$ cat src/rtl/switch_debouncer.sv
// rtl/switch_debouncer.sv - two-flop synchronizer plus per-bit stability debouncer for slide switches
// Optional sticky event register (evt_q/evt_clr) is built when SWDEB_EVENT_EN is defined.
module switch_debouncer #(
  parameter int WIDTH           = 10,
  parameter int DEBOUNCE_CYCLES = 500000,
  parameter int CNT_W           = $clog2(DEBOUNCE_CYCLES)
) (
  input  logic             clk,
  input  logic             nreset,
  input  logic [WIDTH-1:0] sw_raw,
  output logic [WIDTH-1:0] sw_clean,
  output logic [WIDTH-1:0] sw_rise,
  output logic [WIDTH-1:0] sw_fall,
  output logic             changed
`ifdef SWDEB_EVENT_EN
  ,
  output logic [WIDTH-1:0] evt_q,
  input  logic [WIDTH-1:0] evt_clr
`endif
);

  localparam logic [CNT_W-1:0] CNT_MAX = CNT_W'(DEBOUNCE_CYCLES - 1);

  logic [WIDTH-1:0] s1;
  logic [WIDTH-1:0] s2;
  logic [CNT_W-1:0] cnt [WIDTH];

  always_ff @(posedge clk or negedge nreset) begin
    if (!nreset) begin
      s1       <= '0;
      s2       <= '0;
      sw_clean <= '0;
      sw_rise  <= '0;
      sw_fall  <= '0;
      for (int i = 0; i < WIDTH; i++) cnt[i] <= '0;
    end else begin
      s1 <= sw_raw;
      s2 <= s1;
      for (int i = 0; i < WIDTH; i++) begin
        sw_rise[i] <= 1'b0;
        sw_fall[i] <= 1'b0;
        // Any cycle agreeing with the accepted level restarts the stability window.
        if (s2[i] == sw_clean[i]) begin
          cnt[i] <= '0;
        end else if (cnt[i] == CNT_MAX) begin
          cnt[i]      <= '0;
          sw_clean[i] <= s2[i];
          sw_rise[i]  <= s2[i];
          sw_fall[i]  <= ~s2[i];
        end else begin
          cnt[i] <= cnt[i] + 1'b1;
        end
      end
    end
  end

  assign changed = |(sw_rise | sw_fall);

`ifdef SWDEB_EVENT_EN
  // Set wins over a coincident clear so no accepted change is ever lost.
  always_ff @(posedge clk or negedge nreset) begin
    if (!nreset) evt_q <= '0;
    else         evt_q <= (evt_q & ~evt_clr) | sw_rise | sw_fall;
  end
`endif

endmodule

$ cat config.mk
export PLATFORM = sky130hd
export DESIGN_NAME = switch_debouncer
export DESIGN_NICKNAME = d
export VERILOG_FILES = /design/src/rtl/switch_debouncer.sv
export SDC_FILE = /design/constraint.sdc
export NUM_CORES = 1
export LEC_CHECK = 0
export ABC_AREA = 1
export CORE_UTILIZATION = 65
export DETAILED_ROUTE_END_ITERATION = 10
export PLACE_DENSITY_LB_ADDON = 0.08
export RECOVER_POWER = 25
export SYNTH_ARGS = -nofsm -noshare
export SYNTH_HDL_FRONTEND = slang
export SYNTH_SLANG_ARGS = --single-unit
export TNS_END_PERCENT = 20
$ cat constraint.sdc
create_clock -name clk -period 3 [get_ports clk]
set_clock_uncertainty 0.2 [all_clocks]
set_input_delay 0.45 -clock clk [delete_from_list [all_inputs] [get_ports clk]]
set_output_delay 0.45 -clock clk [all_outputs]
set_load 0.02 [all_outputs]
; ---- After elaboration in Yosys (flattened, before gate mapping)
; Cells that the tools add are included.
[word_totals]
input_bits = 12
out_inout_bits = 31
word_cells = 146
ff_bits = 240
[op_classes]
eq_ne = 20
reduce_logical = 11
addsub = 10
mux = 60
bitwise = 21
[ops]
columns = cell, count
row1 = 2-to-1 mux 19 bit, 20
row2 = adder 19 x 1 -> 19 bit (second input constant), 10
row3 = == test 19 bit (second input constant), 10
row4 = 2-to-1 mux 1 bit, 40
row5 = inverter 1 bit, 20
row6 = AND reduction 2 bit, 10
row7 = == test 1 bit, 10
row8 = OR 10 bit, 1
row9 = OR reduction 10 bit, 1

; ---- Logic depth before layout (Yosys ltp)
[logic_depth]
word_depth = 3
ltp_mapped = 9
ltp_nobuf = 9

; ---- Least setup slack after synthesis
; No wires, ideal clock.
[synth_path]
path_kind = reg2out
from = reg sw_fall[6]
to = out changed
arrival_ns = 0.977
n_path_buf = 0
stages_incl_launch_ff = 3
required_time_ns = 2.350
path_slack_ns = 1.373
cell_sequence = dfrtp_1 -> nor4_1 -> nand4_1
[synth_via]
elab_chain_cells = 2
[synth_rtl]
columns = element, line_no
row1 = start: declaration, 13  ; output logic [WIDTH-1:0] sw_fall,
row2 = start signal: indexed assignment, 49  ; sw_fall[i] <= ~s2[i];
row3 = OR 10 bit, 57  ; assign changed = |(sw_rise | sw_fall);
row4 = OR reduction 10 bit, 57
row5 = end: declaration, 14  ; output logic changed
; Every way passes these cells.

; ---- Final worst setup path
[layout_path]
from = reg sw_rise[8]
to = out changed
[layout_via]
elab_chain_cells = 2
[layout_rtl]
columns = element, line_no
row1 = start: declaration, 12  ; output logic [WIDTH-1:0] sw_rise,
row2 = start signal: indexed assignment, 48  ; sw_rise[i] <= s2[i];
row3 = OR 10 bit, 57
row4 = OR reduction 10 bit, 57
; Every way passes these cells.

==> impl_metrics.env <==
export IMPL_ir_worst_vdd_v=0.000523
export IMPL_seq_area_um2=6010
export IMPL_yosys_area_share_xor_xnor_pct=5.90
export IMPL_worst_hold_slack_ps=147
export IMPL_path_max_fanout=2
export IMPL_final_common_cell="nor2_1"
export IMPL_startpoint_type="flip-flop"
export IMPL_synthArstFlopShare_pct=100
export IMPL_worstSetupEndpoint="changed"
export IMPL_rsz0062_at_grt="false"
export IMPL_ant_nets=0
export IMPL_gr_usage_all_layers_pct=27.1
export IMPL_grt_max_degree=80
export IMPL_hold_buffers=1
export IMPL_r2r_slack_ps=980
export IMPL_grt_pass1_wl_um=44900
export IMPL_cts_made_buffers=26
export IMPL_cp_required_ps=2350
export IMPL_relSlewSlack_pct=-27.2
export IMPL_cpMaxStageDelayCell="clkdlybuf4s50_1"
export IMPL_drive_gt1_share_pct=7.03
export IMPL_crit_family="buffers and inverters"
export IMPL_synth_main_ff_cell="dfrtp_1"
export IMPL_die_area_um2=20200
export IMPL_crit_type="reg -> out"
export IMPL_vias_per_cell=5.23
export IMPL_die_w_um=142
export IMPL_yosysTopAreaCell="dfrtp_1"
export IMPL_worstMarginPinSlew_ps=1910
export IMPL_hold_depth=0
export IMPL_fin_crit_ps=2660
export IMPL_cts_resized=0
export IMPL_first_iter_violations=528
export IMPL_fin_crit_sh_pct=88.8
export IMPL_end_kind="output pin"
export IMPL_grt_pass1_vias=10000
export IMPL_drc=0
export IMPL_place_hpwl_um=18900
export IMPL_die_height_um=142
export IMPL_critPathBufInv=2
export IMPL_start_util_pct=67.4
export IMPL_n_antenna_cell=0
export IMPL_cts_tree="built"
export IMPL_nNetsFinal=1808
export IMPL_clk_pin_slew_ps=60
export IMPL_multi_input_comb_area_um2=6030
export IMPL_p_seq_share_pct=47.2
export IMPL_critPathLaunch="sw_rise[8]$_DFF_PN0_"
export IMPL_vias=10800
export IMPL_ys_warnings_count=0
export IMPL_synthAdderAreaFrac_pct=0.979
export IMPL_violations="capacitance limit, slew limit"
export IMPL_io_buffers=42
export IMPL_drv_cap=1
export IMPL_ys_types=30
export IMPL_crit_arrival_ps=2010
export IMPL_hold_viol=0
export IMPL_netSwitchingFraction_pct=21.3
export IMPL_layout_common_cells="517 x nor2_1, 307 x nand2_1, 240 x dfrtp_1"
export IMPL_r2r_end="cnt[79]$_DFF_PN0_"
export IMPL_switchingPower_w=0.00150
export IMPL_synth_edf_count=0
export IMPL_r2r_start="sw_clean[5]$_DFFE_PN0P_"
export IMPL_muxShareOfSynthArea_pct=0
export IMPL_routed_wl_um=26200
export IMPL_outcome="finished, violations left"
export IMPL_finalSetupViolCount=0
export IMPL_ys_seq_area_share_pct=47.0
export IMPL_synth_top_family_by_area="simple AND/OR/NAND/NOR gates"
export IMPL_gp_congestion=0.908
export IMPL_syn_area_um2=12800
export IMPL_slew_violations=79
export IMPL_synth_compound_area_share_pct=3.01
export IMPL_hold_path_class="reg -> reg"
export IMPL_combinationalPowerShare_pct=3.0
export IMPL_worstSkewPairLatency_ps=530
export IMPL_p_leak_nw=6.15
export IMPL_design_core_area_um2=19000
export IMPL_final_util_pct=76.6
export IMPL_cp_depth=4
export IMPL_p_int_w=0.00553
export IMPL_yosysTopAreaCellShare_pct=47.0
export IMPL_fillers=1395
export IMPL_clock_sinks=240
export IMPL_netlist_instances=1712
export IMPL_postCtsSetupBuffers=0
export IMPL_routedWlPerCell_um=12.7
export IMPL_dr_pass1_iters=7
export IMPL_critPathMaxStageDelay_ps=550
export IMPL_clock_path_buffers=3
export IMPL_antenna_found_initial=1
export IMPL_area_growth_pct=13.7
export IMPL_synth_simple_area_share_pct=37.4
export IMPL_max_clock_freq_mhz=375
export IMPL_grt_overflow_total=0
export IMPL_io_pins=43
export IMPL_clockPowerShare_pct=49.8
export IMPL_tns_ps=0
export IMPL_r2r_cells=6
export IMPL_synth_fp_nets=1734
export IMPL_htree_levels=1
export IMPL_cp_cell_sequence="nor4_1 > buf_4 > nand4_1 > clkdlybuf4s50_1"
export IMPL_num_rows=50
export IMPL_p_per_area_nw_per_um2=484
export IMPL_ys_ff_latch=240
export IMPL_yosys_top_cells_area="dfrtp_1 47%, nor2_1 15%, nand2_1 9.0%"
export IMPL_syn_area_per_cell_um2=7.46
export IMPL_cts_root_buffer="clkbuf_16"
-- logic make-up (layout without fill, tap and decap cells) --
| logic type | count (synthesis) | in the layout |
|---|---|---|
| xor gates and xnor gates | 86 | 86 |
| adders and majority gates | 10 | 10 |
| buffers and inverters | 192 | 286 |
| AOI/OAI and AO/OA | 73 | 73 |
| DFF | 240 | 240 |
| and+or+nand+nor | 1111 | 1111 |
-- worst reg2reg max path, delay by kind of cell (launching register included) --
kind,cells,cell delay [ps]
simple gates,4,960
flops,1,410
buf+inv,2,320
-- state kept, by name, summed over array words and instances, names as in the netlist --
name / count
cnt: 190
s1: 10
s2: 10
sw_clean: 10
sw_fall: 10
sw_rise: 10
-- cell usage after synthesis, types with 8 or more instances --
| master | count |
|---|---|
| dfrtp_1 | 240 |
| ha_1 | 10 |
| a21oi_1 | 42 |
| nand2_1 | 307 |
| nand3_2 | 8 |
| nor2_2 | 37 |
| o21ai_0 | 18 |
| nand3_1 | 141 |
| nor3b_1 | 15 |
| inv_1 | 187 |
| nor2_4 | 8 |
| and2_1 | 13 |
| nor2_1 | 513 |
| nand2_2 | 22 |
| nor3_1 | 26 |
| nand4_1 | 13 |
| xor2_1 | 55 |
| xnor2_1 | 31 |
-- power by group through the flow --
| stage | clock network [W] | logic [W] | registers [W] |
|---|---|---|---|
| after CTS | 0.00357 | 0.000227 | 0.00332 |
| after global routing | 0.00369 | 0.000251 | 0.00332 |
| after detailed placement | 0 | 0.000223 | 0.00338 |
| after floorplan | 0 | 0.000100 | 0.00337 |
| final | 0.00350 | 0.000211 | 0.00332 |
| after global placement | 0 | 0.000216 | 0.00337 |
-- per-stage QoR --
stage | area [um2] | setup slack (ps) | power [W] | cells
floorplan | 12800 | 1370 | 0.00347 | 1712
global placement | 13600 | 924 | 0.00359 | 2017
detailed placement | 13600 | 890 | 0.00360 | 2017
CTS | 14600 | 306 | 0.00711 | 2066
global route | 14500 | 116 | 0.00726 | 2066
finish | 14500 | 337 | 0.00703 | 2066
-- worst min path at each step --
stage	to	slack, ps	from
6_report	s2[6]$_DFF_PN0_	150	s1[6]$_DFF_PN0_
5_1_grt	s2[9]$_DFF_PN0_	160	s1[9]$_DFF_PN0_
4_1_cts	s1[7]$_DFF_PN0_	140	sw_raw[7]
3_5_place_dp	s2[9]$_DFF_PN0_	130	s1[9]$_DFF_PN0_
3_3_place_gp	s2[6]$_DFF_PN0_	130	s1[6]$_DFF_PN0_
2_1_floorplan	cnt[0]$_DFF_PN0_	-50	nreset
-- area by class of cell --
cell class | count | share of cell area (%)
clock inverters | 15 | 1.46
repair buffers | 50 | 3.38
inverters | 188 | 4.86
flip-flops and latches | 240 | 41.4
well taps | 260 | 2.24
multi-input cells | 1280 | 41.6
clock buffers | 33 | 5.15
-- per-layer routing --
layer / up-vias / routed length [um] / global-route usage (%)
met5: - / 0 / 0
met4: 0 / 492 / 7.02
met3: 41 / 1410 / 3.80
met2: 266 / 12400 / 45.3
met1: 5008 / 11900 / 37.4
li1: 5485 / - / -
Power figures use the tool's default switching activity.
